File: config.mk
export PLATFORM = sky130hd
export DESIGN_NAME = serial_add_sub_rtl
export DESIGN_NICKNAME = d
export VERILOG_FILES = /design/src/rtl/SerialAddSubPkg.sv /design/src/rtl/FullAdder_GL.sv /design/src/rtl/serial_add_sub_rtl.sv
export SDC_FILE = /design/constraint.sdc
export NUM_CORES = 1
export LEC_CHECK = 0
export ABC_CLOCK_PERIOD_IN_PS = 1150
export BUFFER_PORTS_ARGS = -buffer_cell sky130_fd_sc_hd__buf_4
export CORE_MARGIN = 2
export CORE_UTILIZATION = 48
export DETAILED_ROUTE_END_ITERATION = 7
export PLACE_DENSITY = 0.75
export SLEW_MARGIN = 20
export SYNTH_ARGS = -nofsm -noshare
export SYNTH_HDL_FRONTEND = slang
export SYNTH_SLANG_ARGS = --single-unit
export TNS_END_PERCENT = 50
File: constraint.sdc
create_clock -name clk -period 1.15 [get_ports clk]
set_input_delay 0.23 -clock clk [delete_from_list [all_inputs] [get_ports clk]]
set_output_delay 0.23 -clock clk [all_outputs]
set_load 0.02 [all_outputs]
File: src/rtl/SerialAddSubPkg.sv
// Shared definitions for the bit-serial adder/subtractor:
// control FSM state encoding and operation select codes.
package SerialAddSubPkg;

   typedef enum logic [1:0] {
      IDLE = 2'd0,
      CALC = 2'd1,
      DONE = 2'd2
   } state_t;

   localparam logic OP_ADD = 1'b0;
   localparam logic OP_SUB = 1'b1;

endpackage

File: src/rtl/FullAdder_GL.sv
// Gate-level single-bit full adder, used as the
// arithmetic slice of the serial adder/subtractor.
module FullAdder_GL (
   input  logic in0,
   input  logic in1,
   input  logic cin,
   output logic sum,
   output logic cout
);

   logic p;

   assign p    = in0 ^ in1;
   assign sum  = p ^ cin;
   assign cout = (in0 & in1) | (p & cin);

endmodule

File: src/rtl/serial_add_sub_rtl.sv
// Bit-serial add/sub: one full-adder slice, nbits cycles per op,
// val/rdy operand and result streams.
module serial_add_sub_rtl
   import SerialAddSubPkg::*;
#(
   parameter int nbits = 8
) (
   input  logic             clk,
   input  logic             reset,
   input  logic             istream_val,
   output logic             istream_rdy,
   input  logic             op,
   input  logic [nbits-1:0] in0,
   input  logic [nbits-1:0] in1,
   output logic             ostream_val,
   input  logic             ostream_rdy,
   output logic [nbits-1:0] result,
   output logic             cout
);

   localparam int cw = $clog2(nbits) + 1;
   localparam logic [cw-1:0] last = cw'(nbits - 1);

   state_t state;
   state_t state_next;

   logic [nbits-1:0] a;
   logic [nbits-1:0] b;
   logic [nbits-1:0] res;
   logic             carry;
   logic [cw-1:0]    cnt;

   logic             sum;
   logic             carry_out;
   logic             accept;
   logic             step;
   logic [nbits:0]   res_shift;

   FullAdder_GL fa (
      .in0  (a[0]),
      .in1  (b[0]),
      .cin  (carry),
      .sum  (sum),
      .cout (carry_out)
   );

   // Sum bit enters at the MSB so the LSB-first result lands aligned.
   assign res_shift = {sum, res};

   always_comb begin
      state_next  = state;
      istream_rdy = 1'b0;
      ostream_val = 1'b0;
      accept      = 1'b0;
      step        = 1'b0;
      unique case (state)
         IDLE: begin
            istream_rdy = 1'b1;
            if (istream_val) begin
               accept     = 1'b1;
               state_next = CALC;
            end
         end
         CALC: begin
            step = 1'b1;
            if (cnt == last)
               state_next = DONE;
         end
         DONE: begin
            ostream_val = 1'b1;
            if (ostream_rdy)
               state_next = IDLE;
         end
         default: state_next = IDLE;
      endcase
   end

   // Subtraction is a + ~b + 1: the +1 comes from the carry seed.
   always_ff @(posedge clk or negedge reset) begin
      if (!reset) begin
         state <= IDLE;
         a     <= '0;
         b     <= '0;
         res   <= '0;
         carry <= 1'b0;
         cnt   <= '0;
      end else begin
         state <= state_next;
         if (accept) begin
            a     <= in0;
            b     <= (op == OP_SUB) ? ~in1 : in1;
            carry <= op;
            cnt   <= '0;
         end else if (step) begin
            a     <= a >> 1;
            b     <= b >> 1;
            res   <= res_shift[nbits:1];
            carry <= carry_out;
            cnt   <= cnt + 1'b1;
         end
      end
   end

   assign result = res;
   assign cout   = carry;

endmodule

==> results of run 1 <==
## stage by stage
stage / util [%] / hold WS (ns) / cell area [µm²] / cells
floorplan: - / -0.0656 / 1500 / 148
global placement: 58.4 / 0.179 / 1740 / 209
detailed placement: 58.4 / 0.184 / 1740 / 209
CTS: 63.9 / 0.0941 / 1900 / 225
global route: 68.8 / 0.0839 / 2050 / 231
finish: 68.8 / 0.0989 / 2050 / 231
## layer usage
| metal | GRT usage (%) | share of wire, % | routed length [µm] | up-vias |
|---|---|---|---|---|
| met4 | 9.09 | 3.3 | 107 | 0 |
| met5 | 0 | 0 | 0 | - |
| li1 | - | - | - | 586 |
| met2 | 33.9 | 53 | 1740 | 30 |
| met1 | 20.7 | 40 | 1300 | 590 |
| met3 | 6.55 | 3.8 | 125 | 11 |
## how the worst max path moves through the flow
stage | depth (start not counted) | end
2_1_floorplan | 3 | b[7]
4_1_cts | 3 | ostream_val
6_report | 3 | ostream_val
3_3_place_gp | 4 | result[0]
5_1_grt | 3 | ostream_val
3_5_place_dp | 4 | result[5]
## worst max-delay path: stages (launching register included)
cell	delay, ns
sky130_fd_sc_hd__dfrtp_1	0.40
sky130_fd_sc_hd__buf_6	0.13
sky130_fd_sc_hd__and2b_1	0.17
sky130_fd_sc_hd__buf_6	0.13
## final cells by class
cell class / count / area (µm²)
clock buffer: 7 / 55.1
sequential: 31 / 778
multi-input combinational: 106 / 659
timing repair buffer: 51 / 502
clock inverter: 1 / 5.00
tap: 33 / 41.3
fill: 225 / 930
inverter: 2 / 7.51
## cell families (layout without fill, tap and decap cells)
family	Yosys count	in the layout	share of synthesized area, %
fa+ha+maj	2	2	2.21
simple gates	63	63	18.7
compound gates	26	26	11.1
buf+inv	11	61	5.70
mux	7	7	4.76
xor+xnor	8	8	4.76
flops	31	31	52.7
## power breakdown
group          internal, mW  total (mW)  switching, mW
clock network         0.296       0.681          0.385
logic                  1.32        2.55           1.23
registers              1.56        1.92          0.361
total                  3.17        5.15           1.98
## placed cells by master (no fill, tap or decap)
cell / synthesis / final
sky130_fd_sc_hd__nor2_1: 1 / 1
sky130_fd_sc_hd__a22o_1: 1 / 1
sky130_fd_sc_hd__o21ai_2: 0 / 4
sky130_fd_sc_hd__and2b_1: 1 / 1
sky130_fd_sc_hd__nor2b_4: 0 / 1
sky130_fd_sc_hd__clkbuf_4: 0 / 5
sky130_fd_sc_hd__clkinv_2: 0 / 1
sky130_fd_sc_hd__fa_2: 0 / 1
sky130_fd_sc_hd__o21ai_1: 6 / 7
sky130_fd_sc_hd__nor3b_4: 1 / 1
sky130_fd_sc_hd__a22oi_1: 8 / 5
sky130_fd_sc_hd__inv_1: 2 / 2
sky130_fd_sc_hd__dlygate4sd3_1: 0 / 1
sky130_fd_sc_hd__buf_4: 4 / 31
sky130_fd_sc_hd__a21oi_1: 1 / 1
sky130_fd_sc_hd__o21ai_0: 6 / 1
sky130_fd_sc_hd__a22oi_2: 0 / 3
sky130_fd_sc_hd__buf_12: 1 / 2
sky130_fd_sc_hd__buf_6: 1 / 15
sky130_fd_sc_hd__and3_1: 1 / 1
sky130_fd_sc_hd__o21bai_1: 3 / 3
sky130_fd_sc_hd__clkbuf_1: 0 / 1
sky130_fd_sc_hd__a21o_1: 1 / 1
sky130_fd_sc_hd__dfrtp_1: 31 / 29
sky130_fd_sc_hd__dfrtp_2: 0 / 2
sky130_fd_sc_hd__nor3b_2: 1 / 1
sky130_fd_sc_hd__clkbuf_8: 0 / 1
sky130_fd_sc_hd__or3_1: 1 / 1
sky130_fd_sc_hd__nand3_1: 1 / 1
sky130_fd_sc_hd__nand2b_4: 0 / 1
sky130_fd_sc_hd__mux2i_1: 7 / 7
sky130_fd_sc_hd__xor2_1: 8 / 8
sky130_fd_sc_hd__clkbuf_16: 0 / 2
sky130_fd_sc_hd__ha_1: 1 / 1
sky130_fd_sc_hd__nand2_1: 54 / 54
## state kept, by name, summed over array words and instances, names as in the netlist
register and flops:
a 8, state 2, cnt 4, result 8, cout 1, b 8
## timing repair
| action | CTS | global route |
|---|---|---|
| hold buffers | 1 | 0 |
| resized for setup | 10 | 15 |
| setup endpoints to repair | 35 | 41 |
| setup buffers | 7 | 3 |
| cloned | 0 | 3 |
| endpoints found under the hold margin | 31 | 0 |
| pin swaps | 0 | 3 |
==> metrics.txt, run 1 <==
# TYPE chip_impl_metric gauge
chip_impl_info{name="run_status",value="complete, but fails checks"} 1
chip_impl_info{name="failed_checks",value="negative setup slack"} 1
chip_impl_metric{name="pre_cts_ws",unit="ns"} -0.489
chip_impl_metric{name="ff2ff_path_depth",unit=""} 7
chip_impl_metric{name="ys_types",unit=""} 27
chip_impl_metric{name="syn_to_final_growth",unit="%"} 39.2
chip_impl_metric{name="largest_net_degree_at_the_start_of_global_routing",unit=""} 32
chip_impl_metric{name="insertion_delay_to_the_later_sink_of_the_worst_skew_pair",unit="ns"} 0.34
chip_impl_metric{name="final-setup-viol-count",unit=""} 32
chip_impl_metric{name="critPathArrivalTime",unit="ns"} 1.16
chip_impl_info{name="hold_path.startpoint",value="in0[3]"} 1
chip_impl_metric{name="fin_nets",unit=""} 220
chip_impl_metric{name="insertedDiodeCount",unit=""} 0
chip_impl_metric{name="clockBufferDepth",unit=""} 2
chip_impl_metric{name="synth_top_area_share",unit="%"} 52.7
chip_impl_metric{name="tightestPinTransition",unit="ns"} 0.392
chip_impl_metric{name="core.rowCount",unit=""} 20
chip_impl_info{name="critPathLaunch",value="state[1]"} 1
chip_impl_metric{name="drv_cap",unit=""} 0
chip_impl_metric{name="synth_edf_count",unit=""} 0
chip_impl_info{name="critical_path.reg2reg.endpoint",value="b[0]"} 1
chip_impl_metric{name="finalHoldViolCount",unit=""} 0
chip_impl_metric{name="max_clk_rate",unit="MHz"} 720
chip_impl_metric{name="detail_route.first_pass.iterations",unit=""} 4
chip_impl_metric{name="worst_slew_margin_rel",unit="%"} 73.9
chip_impl_info{name="rsz_0062_raised_after_global_routing",value="true"} 1
chip_impl_metric{name="fin_tns_setup",unit="ns"} -4.59
chip_impl_metric{name="timing.reg2reg.setup_slack",unit="ns"} -0.22
chip_impl_info{name="timing.hold.worst_endpoint",value="a[3]"} 1
chip_impl_metric{name="floorplan.io_pins",unit=""} 32
chip_impl_metric{name="synth_seq_cells",unit=""} 31
chip_impl_metric{name="yosysSeqAreaShare",unit="%"} 52.7
chip_impl_metric{name="drc_errors",unit=""} 0
chip_impl_metric{name="peakVddDrop",unit="V"} 0.00110
chip_impl_metric{name="half_perimeter_wire_length_after_detailed_placement",unit="mm"} 1.96
chip_impl_metric{name="wire_per_inst",unit="µm"} 14.2
chip_impl_metric{name="routed-via-count",unit=""} 1217
chip_impl_metric{name="fin_crit",unit="ns"} 1.39
chip_impl_metric{name="hold_depth",unit=""} 3
chip_impl_info{name="synth.cells.most_frequent",value="sky130_fd_sc_hd__nand2_1 (54), sky130_fd_sc_hd__dfrtp_1 (31), sky130_fd_sc_hd__a22oi_1 (8), sky130_fd_sc_hd__xor2_1 (8), sky130_fd_sc_hd__mux2i_1 (7)"} 1
chip_impl_info{name="most_common_cell_in_the_synthesized_netlist",value="sky130_fd_sc_hd__nand2_1"} 1
chip_impl_metric{name="cts-buffers-inserted",unit=""} 5
chip_impl_metric{name="async_flop_share",unit="%"} 100
chip_impl_metric{name="drive_gt1_share",unit="%"} 35.9
chip_impl_metric{name="final_critical_path_setup_slack",unit="ns"} -0.239
chip_impl_metric{name="fp.dieW",unit="µm"} 59.4
chip_impl_metric{name="finalWirelength",unit="mm"} 3.27
chip_impl_metric{name="post-route-period-util",unit="%"} 121
chip_impl_metric{name="synth_warnings",unit=""} 0
chip_impl_metric{name="netlist_area",unit="mm²"} 0.00147
chip_impl_metric{name="vertical_extent_of_the_die",unit="µm"} 59.4
chip_impl_metric{name="postSynthNetCount",unit=""} 171
chip_impl_metric{name="first_pass_grt_wire_length",unit="mm"} 4.91
chip_impl_metric{name="critPathMaxFanout",unit=""} 4
chip_impl_metric{name="clock_sinks",unit=""} 31
chip_impl_metric{name="worstPathRequired",unit="ns"} 0.92
chip_impl_info{name="timing_worst_setup_path_type",value="reg -> out"} 1
chip_impl_metric{name="antenna_found_initial",unit=""} 0
chip_impl_metric{name="grtUsageTotal",unit="%"} 19.3
chip_impl_metric{name="clock-skew-final",unit="ns"} 0.0117
chip_impl_metric{name="first_iter_violations",unit=""} 49
chip_impl_info{name="hold_path_class",value="in -> reg"} 1
chip_impl_metric{name="io_buffer_count",unit=""} 31
chip_impl_metric{name="core-area",unit="mm²"} 0.00298
chip_impl_info{name="timing.rr.start",value="state[1]"} 1
chip_impl_metric{name="drv_slew",unit=""} 0
chip_impl_info{name="tritoncts_clock_tree",value="yes"} 1
chip_impl_info{name="startpoint_type",value="register"} 1
chip_impl_metric{name="design.die.area",unit="mm²"} 0.00352
chip_impl_metric{name="worst_setup_hold_path_clk_slew",unit="ns"} 0.10
chip_impl_metric{name="cts-htree-levels",unit=""} 2
chip_impl_info{name="cts.root.buffer_cell",value="sky130_fd_sc_hd__clkbuf_4"} 1
chip_impl_metric{name="power_per_cell_area",unit="mW/mm²"} 2520
chip_impl_info{name="synthDominantAreaCellType",value="sky130_fd_sc_hd__dfrtp_1"} 1
chip_impl_metric{name="overflow",unit=""} 0
chip_impl_info{name="kind_of_end_point_of_the_critical_path",value="output port"} 1
chip_impl_metric{name="total_leakage_power",unit="nW"} 1.04
chip_impl_info{name="synthFlopType",value="sky130_fd_sc_hd__dfrtp_1"} 1
chip_impl_metric{name="count_of_antenna_violating_nets_left_after_detailed_routing",unit=""} 0
chip_impl_metric{name="floorplan.initialDensity",unit="%"} 49.4
chip_impl_metric{name="postSynthCellCount",unit=""} 148
chip_impl_metric{name="grt_pass1_vias",unit=""} 1180
chip_impl_metric{name="postSynthAreaPerCell",unit="µm²"} 9.94
chip_impl_metric{name="via_per_inst",unit=""} 5.27
chip_impl_info{name="synth.top_cells.by_area",value="sky130_fd_sc_hd__dfrtp_1 (53%), sky130_fd_sc_hd__nand2_1 (14%), sky130_fd_sc_hd__mux2i_1 (4.8%)"} 1
chip_impl_metric{name="total_power",unit="mW"} 5.15
chip_impl_metric{name="place.gp.congestion",unit=""} 0.741
(Power assumes the default switching activity.)
==> run 2: changes to the inputs <==
Settings changed: CORE_UTILIZATION 48 to 31, PLACE_DENSITY 0.75 to unset.
==> run 2 against run 1 <==
Critical endpoint unchanged. The run still ends with negative setup slack left. Worst hold slack improved by 0.063 ns. Critical path depth unchanged. Clock skew fell by 0.0098 ns.
==> metrics.txt, run 2 (synthesized netlist as in run 1, its figures left out) <==
# TYPE chip_impl_metric gauge
chip_impl_metric{name="drv_cap",unit=""} 0
chip_impl_metric{name="clockBufferDepth",unit=""} 2
chip_impl_metric{name="multi_input_area",unit="µm²"} 671
chip_impl_metric{name="half_perimeter_wire_length_after_detailed_placement",unit="mm"} 2.06
chip_impl_metric{name="final_critical_path_setup_slack",unit="ns"} -0.165
chip_impl_metric{name="critPathArrivalTime",unit="ns"} 1.09
chip_impl_metric{name="worstPathRequired",unit="ns"} 0.92
chip_impl_metric{name="worst_setup_hold_path_clk_slew",unit="ns"} 0.06
chip_impl_metric{name="first_iter_violations",unit=""} 28
chip_impl_metric{name="core-area",unit="mm²"} 0.00466
chip_impl_metric{name="grtUsageTotal",unit="%"} 13.2
chip_impl_metric{name="cts-buffers-inserted",unit=""} 5
chip_impl_metric{name="antenna_found_initial",unit=""} 0
chip_impl_info{name="timing_worst_setup_path_type",value="reg -> out"} 1
chip_impl_metric{name="insertion_delay_to_the_later_sink_of_the_worst_skew_pair",unit="ns"} 0.28
chip_impl_info{name="tritoncts_clock_tree",value="yes"} 1
chip_impl_metric{name="largest_net_degree_at_the_start_of_global_routing",unit=""} 32
chip_impl_metric{name="vertical_extent_of_the_die",unit="µm"} 72.9
chip_impl_metric{name="routed-via-count",unit=""} 1144
chip_impl_metric{name="count_of_antenna_violating_nets_left_after_detailed_routing",unit=""} 0
chip_impl_metric{name="finalHoldViolCount",unit=""} 0
chip_impl_metric{name="fin_crit",unit="ns"} 1.32
chip_impl_info{name="rsz_0062_raised_after_global_routing",value="true"} 1
chip_impl_metric{name="tightestPinTransition",unit="ns"} 0.397
chip_impl_metric{name="floorplan.io_pins",unit=""} 32
chip_impl_metric{name="detail_route.first_pass.iterations",unit=""} 4
chip_impl_info{name="hold_path_class",value="in -> reg"} 1
chip_impl_info{name="mostFrequentLayoutCell",value="sky130_fd_sc_hd__nand2_1"} 1
chip_impl_metric{name="drive_gt1_share",unit="%"} 34.8
chip_impl_metric{name="fillCellCount",unit=""} 456
chip_impl_metric{name="fin_worst_hold_slack",unit="ns"} 0.162
chip_impl_metric{name="grt_pass1_vias",unit=""} 1137
chip_impl_metric{name="post-place-cells",unit=""} 233
chip_impl_metric{name="insertedDiodeCount",unit=""} 0
chip_impl_metric{name="via_per_inst",unit=""} 4.54
chip_impl_info{name="kind_of_end_point_of_the_critical_path",value="output port"} 1
chip_impl_info{name="failed_checks",value="negative setup slack"} 1
chip_impl_metric{name="seqCellArea",unit="µm²"} 778
chip_impl_metric{name="first_pass_grt_wire_length",unit="mm"} 5.22
chip_impl_metric{name="design.die.area",unit="mm²"} 0.00531
chip_impl_metric{name="floorplan.initialDensity",unit="%"} 31.6
chip_impl_metric{name="overflow",unit=""} 0
chip_impl_metric{name="drv_slew",unit=""} 0
chip_impl_metric{name="peakVddDrop",unit="V"} 0.000682
chip_impl_metric{name="power_per_cell_area",unit="mW/mm²"} 2570
chip_impl_metric{name="core.rowCount",unit=""} 25
chip_impl_metric{name="wire_per_inst",unit="µm"} 11.9
chip_impl_metric{name="clock-skew-final",unit="ns"} 0.00184
chip_impl_metric{name="fin_nets",unit=""} 220
chip_impl_metric{name="io_buffer_count",unit=""} 31
chip_impl_info{name="cts.root.buffer_cell",value="sky130_fd_sc_hd__clkbuf_8"} 1
chip_impl_metric{name="final-instance-count-excl-fill",unit=""} 252
chip_impl_metric{name="max_clk_rate",unit="MHz"} 760
chip_impl_info{name="run_status",value="complete, but fails checks"} 1
chip_impl_metric{name="worst_slew_margin_rel",unit="%"} 73.5
chip_impl_metric{name="post-route-period-util",unit="%"} 114
chip_impl_metric{name="final-setup-viol-count",unit=""} 31
chip_impl_metric{name="fp.dieW",unit="µm"} 72.9
chip_impl_info{name="startpoint_type",value="register"} 1
chip_impl_metric{name="final_util",unit="%"} 44.2
chip_impl_metric{name="finalWirelength",unit="mm"} 3.00
chip_impl_metric{name="total_leakage_power",unit="nW"} 1.04
chip_impl_metric{name="clock_sinks",unit=""} 31
chip_impl_metric{name="place.gp.congestion",unit=""} 0.705
chip_impl_metric{name="total_power",unit="mW"} 5.29
chip_impl_metric{name="syn_to_final_growth",unit="%"} 40.1
chip_impl_info{name="layout_common_cells",value="sky130_fd_sc_hd__nand2_1 (51), sky130_fd_sc_hd__buf_4 (40), sky130_fd_sc_hd__dfrtp_1 (29)"} 1
chip_impl_metric{name="drc_errors",unit=""} 0
chip_impl_metric{name="critPathMaxFanout",unit=""} 2
chip_impl_metric{name="cts-htree-levels",unit=""} 2
-- run 2: cell count changes in the layout (fill, tap and decap cells not counted), sizes merged --
cell | before | now
clkbuf | 9 | 7
buf | 48 | 49
nand2b | 1 | 2
-- run 2: worst paths after layout --
| check | end | start | slack [ns] | depth (start not counted) |
|---|---|---|---|---|
| worst min register to register | result[0] | result[0] | 0.48 | 2 |
| min in group asynchronous | result[0] | reset | 0.43 | 2 |
| max in group asynchronous | cout | reset | 0.42 | 2 |
| worst max-delay path | ostream_val | state[1] | -0.17 | 3 |
| worst min-delay path | a[0] | in0[0] | 0.16 | 3 |
| worst max register to register | b[4] | state[1] | -0.08 | 5 |
-- run 2: critical path, cell delays in order, from the launching register on --
cell	delay, ns
sky130_fd_sc_hd__dfrtp_1	0.39
sky130_fd_sc_hd__buf_6	0.12
sky130_fd_sc_hd__and2b_1	0.16
sky130_fd_sc_hd__buf_6	0.13
-- run 2: stage by stage --
| step | setup TNS [ns] | worst slack, ns | cell area [µm²] |
|---|---|---|---|
| 3_5_place_dp | -0.243 | -0.0565 | 1810 |
| 2_1_floorplan | -0.0739 | -0.0217 | 1500 |
| 3_3_place_gp | -0.137 | -0.0173 | 1810 |
| 4_1_cts | -1.35 | -0.175 | 2040 |
| 5_1_grt | -3.56 | -0.210 | 2060 |
| 6_report | -1.45 | -0.165 | 2060 |
-- run 2: cell type report --
class                      count  area share (%)
timing repair buffer          50            22.1
clock buffer                   7            3.70
sequential                    31            37.8
multi-input combinational    107            32.5
inverter                       2           0.364
tap                           54            3.28
clock inverter                 1           0.243
-- run 2: per-layer routing --
layer / GRT usage [%] / wire length, µm
met1: 16.2 / 1340
met3: 4.70 / 186
met5: 0 / 0
met4: 5.56 / 57
met2: 20.9 / 1410
-- run 2: report_power, final --
part	total, mW	internal [mW]	switching, mW
Combinational	2.62	1.38	1.24
Clock	0.801	0.423	0.378
Sequential	1.87	1.56	0.311
-- run 2: timing repair --
item / in CTS / in global routing
gates resized for setup: 11 / 6
pin swaps: 1 / 2
hold buffers: 1 / 0
gates cloned: 1 / 0
endpoints found under the hold margin: 31 / 0
endpoints found under the setup margin: 17 / 33
setup buffers: 9 / 1
==> run 3: changes to the inputs <==
Settings changed: CELL_PAD_IN_SITES_DETAIL_PLACEMENT set to 1, CELL_PAD_IN_SITES_GLOBAL_PLACEMENT set to 1, PLACE_DENSITY_LB_ADDON set to 0.1.
==> run 3 against run 2 <==
The run still ends with negative setup slack left. Setup slack worse by 0.025 ns. Fmax fell by 1.9%. Worst hold slack lost 0.012 ns. Via count grew 5.2%. Wire length increased by 20%. Clock skew increased by 0.0025 ns. Critical path type unchanged. Critical endpoint unchanged. Highest routed layer unchanged.
==> metrics.txt, run 3 (synthesized netlist as in run 1, its figures left out) <==
# TYPE chip_impl_metric gauge
chip_impl_metric{name="worst_slew_margin_rel",unit="%"} 72.3
chip_impl_metric{name="clock-skew-final",unit="ns"} 0.00436
chip_impl_metric{name="floorplan.io_pins",unit=""} 32
chip_impl_metric{name="clockBufferDepth",unit=""} 2
chip_impl_metric{name="critPathArrivalTime",unit="ns"} 1.11
chip_impl_metric{name="power_per_cell_area",unit="mW/mm²"} 2680
chip_impl_metric{name="finalWirelength",unit="mm"} 3.60
chip_impl_metric{name="core.rowCount",unit=""} 25
chip_impl_metric{name="antenna_found_initial",unit=""} 0
chip_impl_metric{name="clock_sinks",unit=""} 31
chip_impl_info{name="rsz_0062_raised_after_global_routing",value="true"} 1
chip_impl_metric{name="tightestPinTransition",unit="ns"} 0.416
chip_impl_metric{name="total_leakage_power",unit="nW"} 1.07
chip_impl_metric{name="drv_slew",unit=""} 0
chip_impl_metric{name="finalHoldViolCount",unit=""} 0
chip_impl_metric{name="io_buffer_count",unit=""} 31
chip_impl_metric{name="place.gp.congestion",unit=""} 0.693
chip_impl_metric{name="critPathMaxFanout",unit=""} 2
chip_impl_metric{name="pre_cts_ws",unit="ns"} -0.0846
chip_impl_info{name="timing.rr.start",value="state[1]"} 1
chip_impl_metric{name="fillCellCount",unit=""} 520
chip_impl_metric{name="cts-buffers-inserted",unit=""} 5
chip_impl_info{name="critical_path.reg2reg.endpoint",value="state[1]"} 1
chip_impl_metric{name="design.die.area",unit="mm²"} 0.00531
chip_impl_info{name="failed_checks",value="negative setup slack"} 1
chip_impl_info{name="tritoncts_clock_tree",value="yes"} 1
chip_impl_metric{name="grtUsageTotal",unit="%"} 15.7
chip_impl_metric{name="largest_net_degree_at_the_start_of_global_routing",unit=""} 32
chip_impl_metric{name="max_clk_rate",unit="MHz"} 746
chip_impl_metric{name="hold_depth",unit=""} 3
chip_impl_metric{name="final-setup-viol-count",unit=""} 32
chip_impl_metric{name="grt_pass1_vias",unit=""} 1302
chip_impl_metric{name="fin_worst_hold_slack",unit="ns"} 0.149
chip_impl_info{name="hold_path.startpoint",value="in0[3]"} 1
chip_impl_metric{name="vertical_extent_of_the_die",unit="µm"} 72.9
chip_impl_metric{name="fin_nets",unit=""} 222
chip_impl_metric{name="via_per_inst",unit=""} 4.74
chip_impl_metric{name="fp.dieW",unit="µm"} 72.9
chip_impl_metric{name="syn_to_final_growth",unit="%"} 47.5
chip_impl_metric{name="first_pass_grt_wire_length",unit="mm"} 6.24
chip_impl_info{name="cts.root.buffer_cell",value="sky130_fd_sc_hd__clkbuf_8"} 1
chip_impl_metric{name="drv_cap",unit=""} 0
chip_impl_info{name="mostFrequentLayoutCell",value="sky130_fd_sc_hd__nand2_1"} 1
chip_impl_metric{name="half_perimeter_wire_length_after_detailed_placement",unit="mm"} 2.25
chip_impl_info{name="startpoint_type",value="register"} 1
chip_impl_metric{name="drive_gt1_share",unit="%"} 42.5
chip_impl_info{name="timing.hold.worst_endpoint",value="a[3]"} 1
chip_impl_metric{name="first_iter_violations",unit=""} 63
chip_impl_info{name="timing_worst_setup_path_type",value="reg -> out"} 1
chip_impl_metric{name="ff2ff_path_depth",unit=""} 5
chip_impl_metric{name="detail_route.first_pass.iterations",unit=""} 3
chip_impl_metric{name="worstPathRequired",unit="ns"} 0.92
chip_impl_info{name="run_status",value="complete, but fails checks"} 1
chip_impl_metric{name="count_of_antenna_violating_nets_left_after_detailed_routing",unit=""} 0
chip_impl_info{name="layout_common_cells",value="sky130_fd_sc_hd__nand2_1 (48), sky130_fd_sc_hd__buf_4 (40), sky130_fd_sc_hd__dfrtp_1 (28)"} 1
chip_impl_info{name="kind_of_end_point_of_the_critical_path",value="output port"} 1
chip_impl_metric{name="wire_per_inst",unit="µm"} 14.2
chip_impl_metric{name="post-route-period-util",unit="%"} 117
chip_impl_metric{name="drc_errors",unit=""} 0
chip_impl_info{name="hold_path_class",value="in -> reg"} 1
chip_impl_metric{name="insertedDiodeCount",unit=""} 0
chip_impl_metric{name="fin_crit",unit="ns"} 1.34
chip_impl_metric{name="floorplan.initialDensity",unit="%"} 31.6
chip_impl_metric{name="routed-via-count",unit=""} 1204
chip_impl_metric{name="peakVddDrop",unit="V"} 0.000801
chip_impl_metric{name="cts-htree-levels",unit=""} 2
chip_impl_metric{name="final_critical_path_setup_slack",unit="ns"} -0.191
chip_impl_metric{name="timing.reg2reg.setup_slack",unit="ns"} -0.11
chip_impl_metric{name="worst_setup_hold_path_clk_slew",unit="ns"} 0.07
chip_impl_metric{name="overflow",unit=""} 0
chip_impl_metric{name="insertion_delay_to_the_later_sink_of_the_worst_skew_pair",unit="ns"} 0.28
chip_impl_metric{name="core-area",unit="mm²"} 0.00466
==> run 3: changes by cell type in the layout (fill, tap and decap cells not counted), sizes merged <==
cell    previous run  this run
clkbuf             7         8
clkinv             1         0
buf               49        51
==> run 3: worst max path at each step <==
stage,from,slack (ns),end,depth (start not counted)
after floorplan,state[1],-0.02,b[7],3
after global placement,state[0],-0.04,a[5],4
after detailed placement,state[1],-0.08,cnt[3],3
after CTS,state[1],-0.19,ostream_val,3
after global routing,state[1],-0.23,ostream_val,3
final,state[1],-0.19,ostream_val,3
==> run 3: layer usage <==
layer | share of wire [%] | track usage (%) | vias up
met5 | 0 | 0 | -
met4 | 1.1 | 5.56 | 0
met3 | 3.6 | 5.11 | 5
met2 | 51 | 26.1 | 24
met1 | 44 | 19.2 | 583
li1 | - | - | 592
==> run 3: power breakdown <==
group / internal, mW / switching [mW] / total, mW
registers: 1.56 / 0.345 / 1.91
logic: 1.56 / 1.39 / 2.95
clock network: 0.546 / 0.411 / 0.957
total: 3.67 / 2.15 / 5.82
==> run 3: layout make-up <==
| cell class | instances | area [µm²] | area share, % |
|---|---|---|---|
| clock buffer | 8 | 100 | 4.61 |
| tap | 54 | 67.6 | 3.11 |
| timing repair buffer | 52 | 480 | 22.1 |
| multi-input combinational | 107 | 736 | 33.9 |
| sequential | 31 | 779 | 35.9 |
| inverter | 2 | 7.51 | 0.346 |
==> run 3: critical path, stage by stage (launching register included) <==
cell and delay, ns:
sky130_fd_sc_hd__dfrtp_2 0.41, sky130_fd_sc_hd__buf_6 0.12, sky130_fd_sc_hd__and2b_1 0.16, sky130_fd_sc_hd__buf_6 0.13
==> run 3: per-stage QoR <==
step / setup TNS, ns / power [mW] / utilization [%] / instances / area, µm²
after global routing: -4.43 / 6.27 / 46.6 / 254 / 2170
final: -2.62 / 5.82 / 46.6 / 254 / 2170
after global placement: -0.353 / 3.91 / 38.3 / 231 / 1790
after CTS: -2.69 / 5.68 / 45.3 / 253 / 2110
after floorplan: -0.0739 / 3.34 / - / 148 / 1500
after detailed placement: -0.638 / 4.01 / 38.3 / 231 / 1790
==> run 3: what timing repair did <==
item,4_1_cts,5_1_grt
hold buffers,1,0
pin swaps,6,9
hold endpoints to repair,31,0
buffers inserted,11,1
cloned,2,0
endpoints found under the setup margin,24,33
resized for setup,21,14
